[src/rtl/stream_demux_pkg.sv]
// rtl/stream_demux_pkg.sv - default parameters and counter width for stream_demux
package stream_demux_pkg;

    localparam int N_OUT_DEF  = 3;
    localparam int W_DEF      = 8;
    localparam int DEST_W_DEF = 2;
    localparam int CNT_W      = 16;
    localparam int DROP_W     = 8;

endpackage

[src/rtl/demux_slot.sv]
// rtl/demux_slot.sv - one-entry holding register for a single demux output channel
module demux_slot #(
    parameter int W = 8
) (
    input  logic         clk,
    input  logic         rst,
    input  logic         load,
    input  logic [W-1:0] load_data,
    input  logic         pop,
    output logic         valid,
    output logic [W-1:0] data
);

    // A load wins over a pop, so a same-cycle pop+load leaves the slot full with new data.
    always_ff @(posedge clk) begin
        if (rst) begin
            valid <= 1'b0;
            data  <= '0;
        end else if (load) begin
            valid <= 1'b1;
            data  <= load_data;
        end else if (pop) begin
            valid <= 1'b0;
        end
    end

endmodule

[src/rtl/stream_demux.sv]
// rtl/stream_demux.sv - valid/ready demux to N_OUT registered slots; STREAM_DEMUX_ERR_EN adds err/drop_cnt
module stream_demux
    import stream_demux_pkg::*;
#(
    parameter int N_OUT  = N_OUT_DEF,
    parameter int W      = W_DEF,
    parameter int DEST_W = DEST_W_DEF
) (
    input  logic                 clk,
    input  logic                 rst,
    input  logic                 in_valid,
    output logic                 in_ready,
    input  logic [W-1:0]         in_data,
    input  logic [DEST_W-1:0]    in_dest,
    output logic [N_OUT-1:0]     out_valid,
    input  logic [N_OUT-1:0]     out_ready,
    output logic [N_OUT*W-1:0]   out_data,
    output logic [CNT_W-1:0]     beat_cnt,
    output logic                 err
`ifdef STREAM_DEMUX_ERR_EN
    ,
    output logic [DROP_W-1:0]    drop_cnt
`endif
);

    localparam logic [DEST_W:0] N_OUT_EXT = (DEST_W + 1)'(N_OUT);

    logic             in_range;
    logic             sel_valid;
    logic             sel_ready;
    logic             accept;
    logic [N_OUT-1:0] hit;
    logic [N_OUT-1:0] load;
    logic [N_OUT-1:0] pop;

    assign in_range = {1'b0, in_dest} < N_OUT_EXT;

    always_comb begin
        hit       = '0;
        sel_valid = 1'b0;
        sel_ready = 1'b0;
        for (int i = 0; i < N_OUT; i++) begin
            if (in_dest == DEST_W'(i)) begin
                hit[i]    = 1'b1;
                sel_valid = out_valid[i];
                sel_ready = out_ready[i];
            end
        end
    end

    // Out-of-range beats are always consumed so a bad index can never stall the producer.
    assign in_ready = !in_range || !sel_valid || sel_ready;
    assign accept   = in_valid && in_ready && in_range;
    assign load     = {N_OUT{accept}} & hit;
    assign pop      = out_valid & out_ready;

    for (genvar g = 0; g < N_OUT; g++) begin : g_slot
        demux_slot #(.W(W)) u_slot (
            .clk       (clk),
            .rst       (rst),
            .load      (load[g]),
            .load_data (in_data),
            .pop       (pop[g]),
            .valid     (out_valid[g]),
            .data      (out_data[g*W +: W])
        );
    end

    always_ff @(posedge clk) begin
        if (rst) begin
            beat_cnt <= '0;
        end else if (accept) begin
            beat_cnt <= beat_cnt + 1'b1;
        end
    end

`ifdef STREAM_DEMUX_ERR_EN
    logic drop;
    assign drop = in_valid && !in_range;

    always_ff @(posedge clk) begin
        if (rst) begin
            err      <= 1'b0;
            drop_cnt <= '0;
        end else if (drop) begin
            err <= 1'b1;
            if (drop_cnt != {DROP_W{1'b1}}) begin
                drop_cnt <= drop_cnt + 1'b1;
            end
        end
    end
`else
    assign err = 1'b0;
`endif

endmodule

[config.mk]
export PLATFORM = sky130hd
export DESIGN_NAME = stream_demux
export DESIGN_NICKNAME = d
export VERILOG_FILES = /design/src/rtl/stream_demux_pkg.sv /design/src/rtl/demux_slot.sv /design/src/rtl/stream_demux.sv
export SDC_FILE = /design/constraint.sdc
export NUM_CORES = 1
export LEC_CHECK = 0
export CORE_MARGIN = 2
export CORE_UTILIZATION = 32
export DETAILED_ROUTE_END_ITERATION = 8
export PLACE_DENSITY_LB_ADDON = 0.05
export SYNTH_ARGS = -nofsm -noshare
export SYNTH_HDL_FRONTEND = slang
export SYNTH_HIERARCHICAL = 1
export SYNTH_SLANG_ARGS = --single-unit
[constraint.sdc]
create_clock -name clk -period 9 [get_ports clk]
set_clock_uncertainty 0.2 [all_clocks]
set_input_delay 2.7 -clock clk [delete_from_list [all_inputs] [get_ports clk]]
set_output_delay 2.7 -clock clk [all_outputs]
set_load 0.01 [all_outputs]
### Word level (Yosys, flattened, before mapping)

Cells that the tools add are included.
W data, S select, Z words.

| operators by class | value |
|---|---|
| add/sub/neg operators | 1 |
| multiply operators | 0 |
| div/mod/pow operators | 0 |
| $lt $le $gt $ge | 1 |
| equal/unequal tests | 2 |
| shift-type cells | 0 |
| multiplexer cells | 15 |
| bitwise gates (word level) | 2 |
| reductions and logical operators | 10 |

Operators by type and width:

| kind | count |
|---|---|
| $add A16 B1 Y16 const B | 1 |
| $mux W1 | 15 |
| $and A3 B3 Y3 | 2 |
| $reduce_bool A2 Y1 | 3 |
| $eq A2 B1 Y1 const B | 1 |
| $eq A2 B2 Y1 const B | 1 |
| $logic_and A1 B1 Y1 | 2 |
| $logic_not A1 Y1 | 2 |
| $logic_not A2 Y1 | 1 |
| $logic_or A1 B1 Y1 | 2 |
| $lt A2 B2 Y1 const B | 1 |

| storage, ports and cells | value |
|---|---|
| register bits after elaboration | 43 |
| bits in latches | 0 |
| memory bits (writable) | 0 |
| ROM bits | 0 |
| input bits | 16 |
| logic and storage cells | 38 |
| memories | 0 |

### Logic depth before layout (Yosys ltp)

| depth | value |
|---|---|
| word-level depth | 11 |
| gate-level depth with buffers | 9 |
| gate-level depth less buffers | 5 |

### Modules after synthesis

Netlist, hierarchy kept.

By module, submodules not included:

| module | times used | cells an instance | area each (um2) | seq. area each (um2) |
|---|---|---|---|---|
| demux_slot | 3 | 30 | 321.6 | 180.2 |
| stream_demux | 1 | 104 | 859.6 | 320.3 |

### Worst setup path after synthesis

No wires, ideal clock.

| timing path | value |
|---|---|
| path kind | input to output |
| start point | in out_ready[0] |
| end point | out in_ready |
| arrival time | 3.142 ns |
| required time | 6.100 ns |
| slack | 2.958 ns |
| stages on the path | 2 |
| buffers on the path | 0 |
| path through | nor4b_1 > nor3_1 |

| between the ends | value |
|---|---|
| cells in the longest elaborated chain, start to end | 4 |

RTL lines:

| what | line | source |
|---|---|---|
| from (decl) | stream_demux.sv:16 | `input logic [N_OUT-1:0] out_ready,` |
| $mux W1 (3 in series) | stream_demux.sv:43 | `if (in_dest == DEST_W'(i)) begin` |
| $logic_or A1 B1 Y1 | stream_demux.sv:52 | `assign in_ready = !in_range \|\| !sel_valid \|\| sel_ready;` |
| to (decl) | stream_demux.sv:12 | `output logic in_ready,` |

No other way between the ends.

### Worst setup path in the final report

| timing path | value |
|---|---|
| start point | in in_dest[0] |
| end point | out in_ready |

| between the ends | value |
|---|---|
| cells in the longest elaborated chain, start to end | 7 |
| elaborated cells between the ends (all ways) | 14 |

RTL lines:

| what | line | source |
|---|---|---|
| from (decl) | stream_demux.sv:14 | `input logic [DEST_W-1:0] in_dest,` |
| $logic_not A2 Y1 | stream_demux.sv:43 |  |
| $mux W1 (3 in series) | stream_demux.sv:43 |  |
| $logic_not A1 Y1 | stream_demux.sv:52 |  |
| $logic_or A1 B1 Y1 | stream_demux.sv:52 |  |
| $logic_or A1 B1 Y1 (*) | stream_demux.sv:52 |  |

Every way passes the cells marked *; elsewhere a longest branch is shown, timed or not.

==> PnR_summary.wiki <==
{| class="wikitable"
! Metric !! Value
|-
| Result of the run || complete, no violations
|-
| Highest clock rate || approximately 140 MHz
|-
| Largest family of logic cells by synthesized area || simple AND/OR/NAND/NOR gates
|-
| Tot GR Track Use || 0.1459
|-
| Category of the worst setup path capture point || output port
|-
| Endpoint arrival time on the critical path || 4290 ps
|-
| Row count || 27
|-
| Post-synthesis sequential area ratio || 0.4719
|-
| Initial Util || 0.3313
|-
| Cell type with the highest occurrence count on the critical path || sky130_fd_sc_hd__clkdlybuf4s50_1
|-
| Clock slew seen by the registers of the worst setup and hold paths || 80 ps
|-
| Number of storage elements in the synthesis netlist || 43
|-
| Total gr overflow || 0
|-
| Worst Path Class, Setup || primary input to output port
|-
| Slew headroom || 0.2882
|-
| Via count normalized by instance count || 4.881
|-
| DRC viols || 0
|-
| Worst slew pin tran || 1062 ps
|-
| Total number of H-tree levels || 2
|-
| EDFF count, synth || 0
|-
| Fraction of final layout cells with drive strength greater than 1 || 0.04839
|-
| Worst hold path startpoint || beat_cnt[15]$_SDFFE_PP0P_
|-
| P&R area growth vs syn || 38.68%
|-
| I/O pin count || 61
|-
| Share of the clock period used by the worst path || 0.7985
|-
| Worst path cell trace || clkdlybuf4s50_1 -> nor4bb_1 -> nor3_1 -> clkdlybuf4s50_1
|-
| Number of antenna violations at the first check in global routing || 0
|-
| IR drop worst, VDD || 0.07985 mV
|-
| Number of nets still failing antenna checks after routing || 0
|-
| Class of the tightest hold or removal check || flip-flop to flip-flop
|-
| Count of warnings emitted by yosys || 6
|-
| Die X || 79.51 um
|-
| Final Slew Violations || 0
|-
| Delay-heaviest family, CP || buffers and inverters
|-
| Post-placement cell count || 312
|-
| CTS tree || built
|-
| Static power due to leakage || ~0.8 nW
|-
| RSZ-0062 raised after global routing || no
|-
| Count of buffers added by post-CTS timing repair for setup || 0
|-
| Crit start category || primary input
|-
| Number of unique standard cell types used by synthesis || 29
|-
| Source of the critical timing path || in_dest[0]
|-
| Total half-perimeter wirelength after legalization and detailed placement || 2885 um
|-
| Routability congestion estimate from global placement || 0.6971
|-
| Hold-fix buffers, CTS || 0
|-
| Setup TNS || 0 ps
|-
| Ratio of total power to cell area || roughly 140 mW/mm2
|-
| Count of mapped cells out of synthesis || between 150 and 200
|-
| CTS buffer count || 5
|-
| Number of global-route vias before repair || between 1000 and 1500
|-
| Max-cap viol count || 0
|-
| Final layout net count || approximately 260
|-
| Slowest cell delay on critical path || roughly 610 ps
|-
| Adder-Cell Fraction of Synth Area || 0.006859
|-
| Average cell area after synthesis || 9.403 um2
|-
| Share of the synthesized netlist area taken by xor and xnor gates || 0.004801
|-
| Post-synthesis mux area share || 0.1372
|-
| Synth Cell Area || approximately 0.0018 mm2
|-
| CTS max path bufs || 2
|-
| Number of failing hold endpoints at the final stage || 0
|-
| Count of inserted antenna diode cells || 0
|-
| Slowest cell on the critical path || sky130_fd_sc_hd__clkdlybuf4s50_1
|-
| Synthesized Nets || 211
|-
| Pin count of the biggest net entering global routing || 44
|-
| Wire length of the first global-routing pass || between 7000 and 8000 um
|-
| Clock latency on the worst-skew pair || 290 ps
|-
| Compound-Gate Fraction of Synth Area || 0.1029
|-
| Shortest period the worst path allows || about 7200 ps
|-
| DR iter-0 viols || 69
|-
| Vertical extent of the die || 79.51 um
|-
| Maximum net fanout on the critical path || 7
|-
| Worst r2r src || g_slot[2].u_slot/valid$_SDFFE_PP0P_
|-
| Clock net sink count || 43
|-
| Average wire per cell in the routed design || 13.50 um
|-
| Area of the placeable core || approximately 0.0055 mm2
|-
| Async SR Flop Fraction || 0
|-
| Total vias in the final route || 1562
|-
| Share of synthesized cell area in and, or, nand and nor gates || 0.2209
|-
| Cells resized by post-CTS repair || 0
|-
| Cell at the root of the clock tree || sky130_fd_sc_hd__clkbuf_8
|-
| Full die area || 0.006321 mm2
|-
| Router iterations before antenna repair || 4
|-
| Number of setup violations in the final report || 0
|-
| Routed wire length || 4321 um
|-
| Required time reported for the critical path endpoint || approximately 6100 ps
|-
| Buffers & Inverters on Critical Path || 2
|-
| Post-Layout Cell Count || 320
|-
| Flip-flop cell with the highest count after synthesis || sky130_fd_sc_hd__dfxtp_1
|-
| Number of port buffers || 59
|}
-- state kept, by name, indices dropped and copies added, names as in the netlist --
signal	count
g_slot.u_slot/data	24
g_slot.u_slot/valid	3
beat_cnt	16
-- cells in the final DEF (no fill, tap or decap), types with 3 or more instances in the layout --
cell,Yosys,final
sky130_fd_sc_hd__dfxtp_1,43,43
sky130_fd_sc_hd__nand4_1,6,6
sky130_fd_sc_hd__nand3_1,3,3
sky130_fd_sc_hd__a21oi_1,17,17
sky130_fd_sc_hd__clkbuf_8,0,5
sky130_fd_sc_hd__nand2b_1,3,3
sky130_fd_sc_hd__or3_1,6,6
sky130_fd_sc_hd__inv_1,4,4
sky130_fd_sc_hd__mux2i_1,25,25
sky130_fd_sc_hd__nor2_1,26,26
sky130_fd_sc_hd__o31ai_1,9,9
sky130_fd_sc_hd__and2_1,4,4
sky130_fd_sc_hd__nand2_1,5,5
sky130_fd_sc_hd__or4_1,10,10
sky130_fd_sc_hd__clkdlybuf4s50_1,0,59
sky130_fd_sc_hd__o21ai_0,5,5
-- layout make-up --
| cell class | instances | area [um2] |
|---|---|---|
| clock buffer | 6 | 72.57 |
| clock inverter | 2 | 12.51 |
| fill | 561 | 2977 |
| inverter | 4 | 15.01 |
| multi-input combinational | 133 | 880.8 |
| sequential | 43 | 860.8 |
| tap | 72 | 90.09 |
| timing repair buffer | 60 | 598.1 |
-- cell families (layout without fill, tap and decap cells) --
group / after synthesis / count (layout)
other: 1 / 1
AO/OA/AOI/OAI: 32 / 32
adder cells (fa/ha/maj): 1 / 1
multiplexers: 25 / 25
XOR/XNOR: 1 / 1
flip-flops: 43 / 43
AND/OR/NAND/NOR: 73 / 73
buffers and inverters: 18 / 72
-- synth_stat cells (all sizes together) (3+ instances only) --
master	instances	share of area
o31ai	9	0.037
nand3	3	0.0082
nand2	5	0.010
buf	5	0.025
dfxtp	43	0.47
and2	4	0.014
clkbuf	9	0.021
mux2i	25	0.14
inv	4	0.0082
nor2	26	0.053
or3	6	0.021
or4	10	0.041
nand4	6	0.021
o21ai	5	0.014
a21oi	17	0.047
nand2b	3	0.010
-- metal layers --
metal | track usage | vias to the layer above | wire (um)
met5 | 0 | - | 0
met2 | 0.2261 | 39 | 1972
li1 | - | 799 | -
met3 | 0.05204 | 5 | 273
met1 | 0.1885 | 719 | 2035
met4 | 0.04655 | 0 | 39
-- where the power goes --
part	total [mW]	switching, mW	internal, mW
registers	0.198	0.00343	0.195
clock network	0.120	0.0657	0.0543
logic	0.0397	0.0189	0.0208
total	0.358	0.0880	0.270
-- worst min-delay path: cells and delay by family (launching register included) --
kind | cells | cell delay [ps]
flops | 1 | 320
compound gates | 2 | 120
-- path summary, 6_finish.rpt --
kind | depth (start not counted) | endpoint | slack, ps
setup reg to reg | 5 | g_slot[0].u_slot/data[7]$_SDFFE_PP0P_ | 5900
setup / recovery | 4 | in_ready | 1810
hold reg to reg | 2 | beat_cnt[15]$_SDFFE_PP0P_ | 280
hold / removal | 2 | beat_cnt[15]$_SDFFE_PP0P_ | 280
-- metrics by stage --
stage          worst slack (ps)  utilization  area (um2)  hold slack (ps)  power, mW
2_1_floorplan              2958            -        1824            295.9     0.2222
6_report                   1814       0.4594        2530            284.0     0.3579
3_3_place_gp               1856       0.4440        2445            271.8     0.2431
4_1_cts                    1807       0.4594        2530            285.8     0.3642
5_1_grt                    1682       0.4594        2530            326.6     0.3759
3_5_place_dp               1806       0.4440        2445            272.2     0.2429
Power figures use the tool's default switching activity.
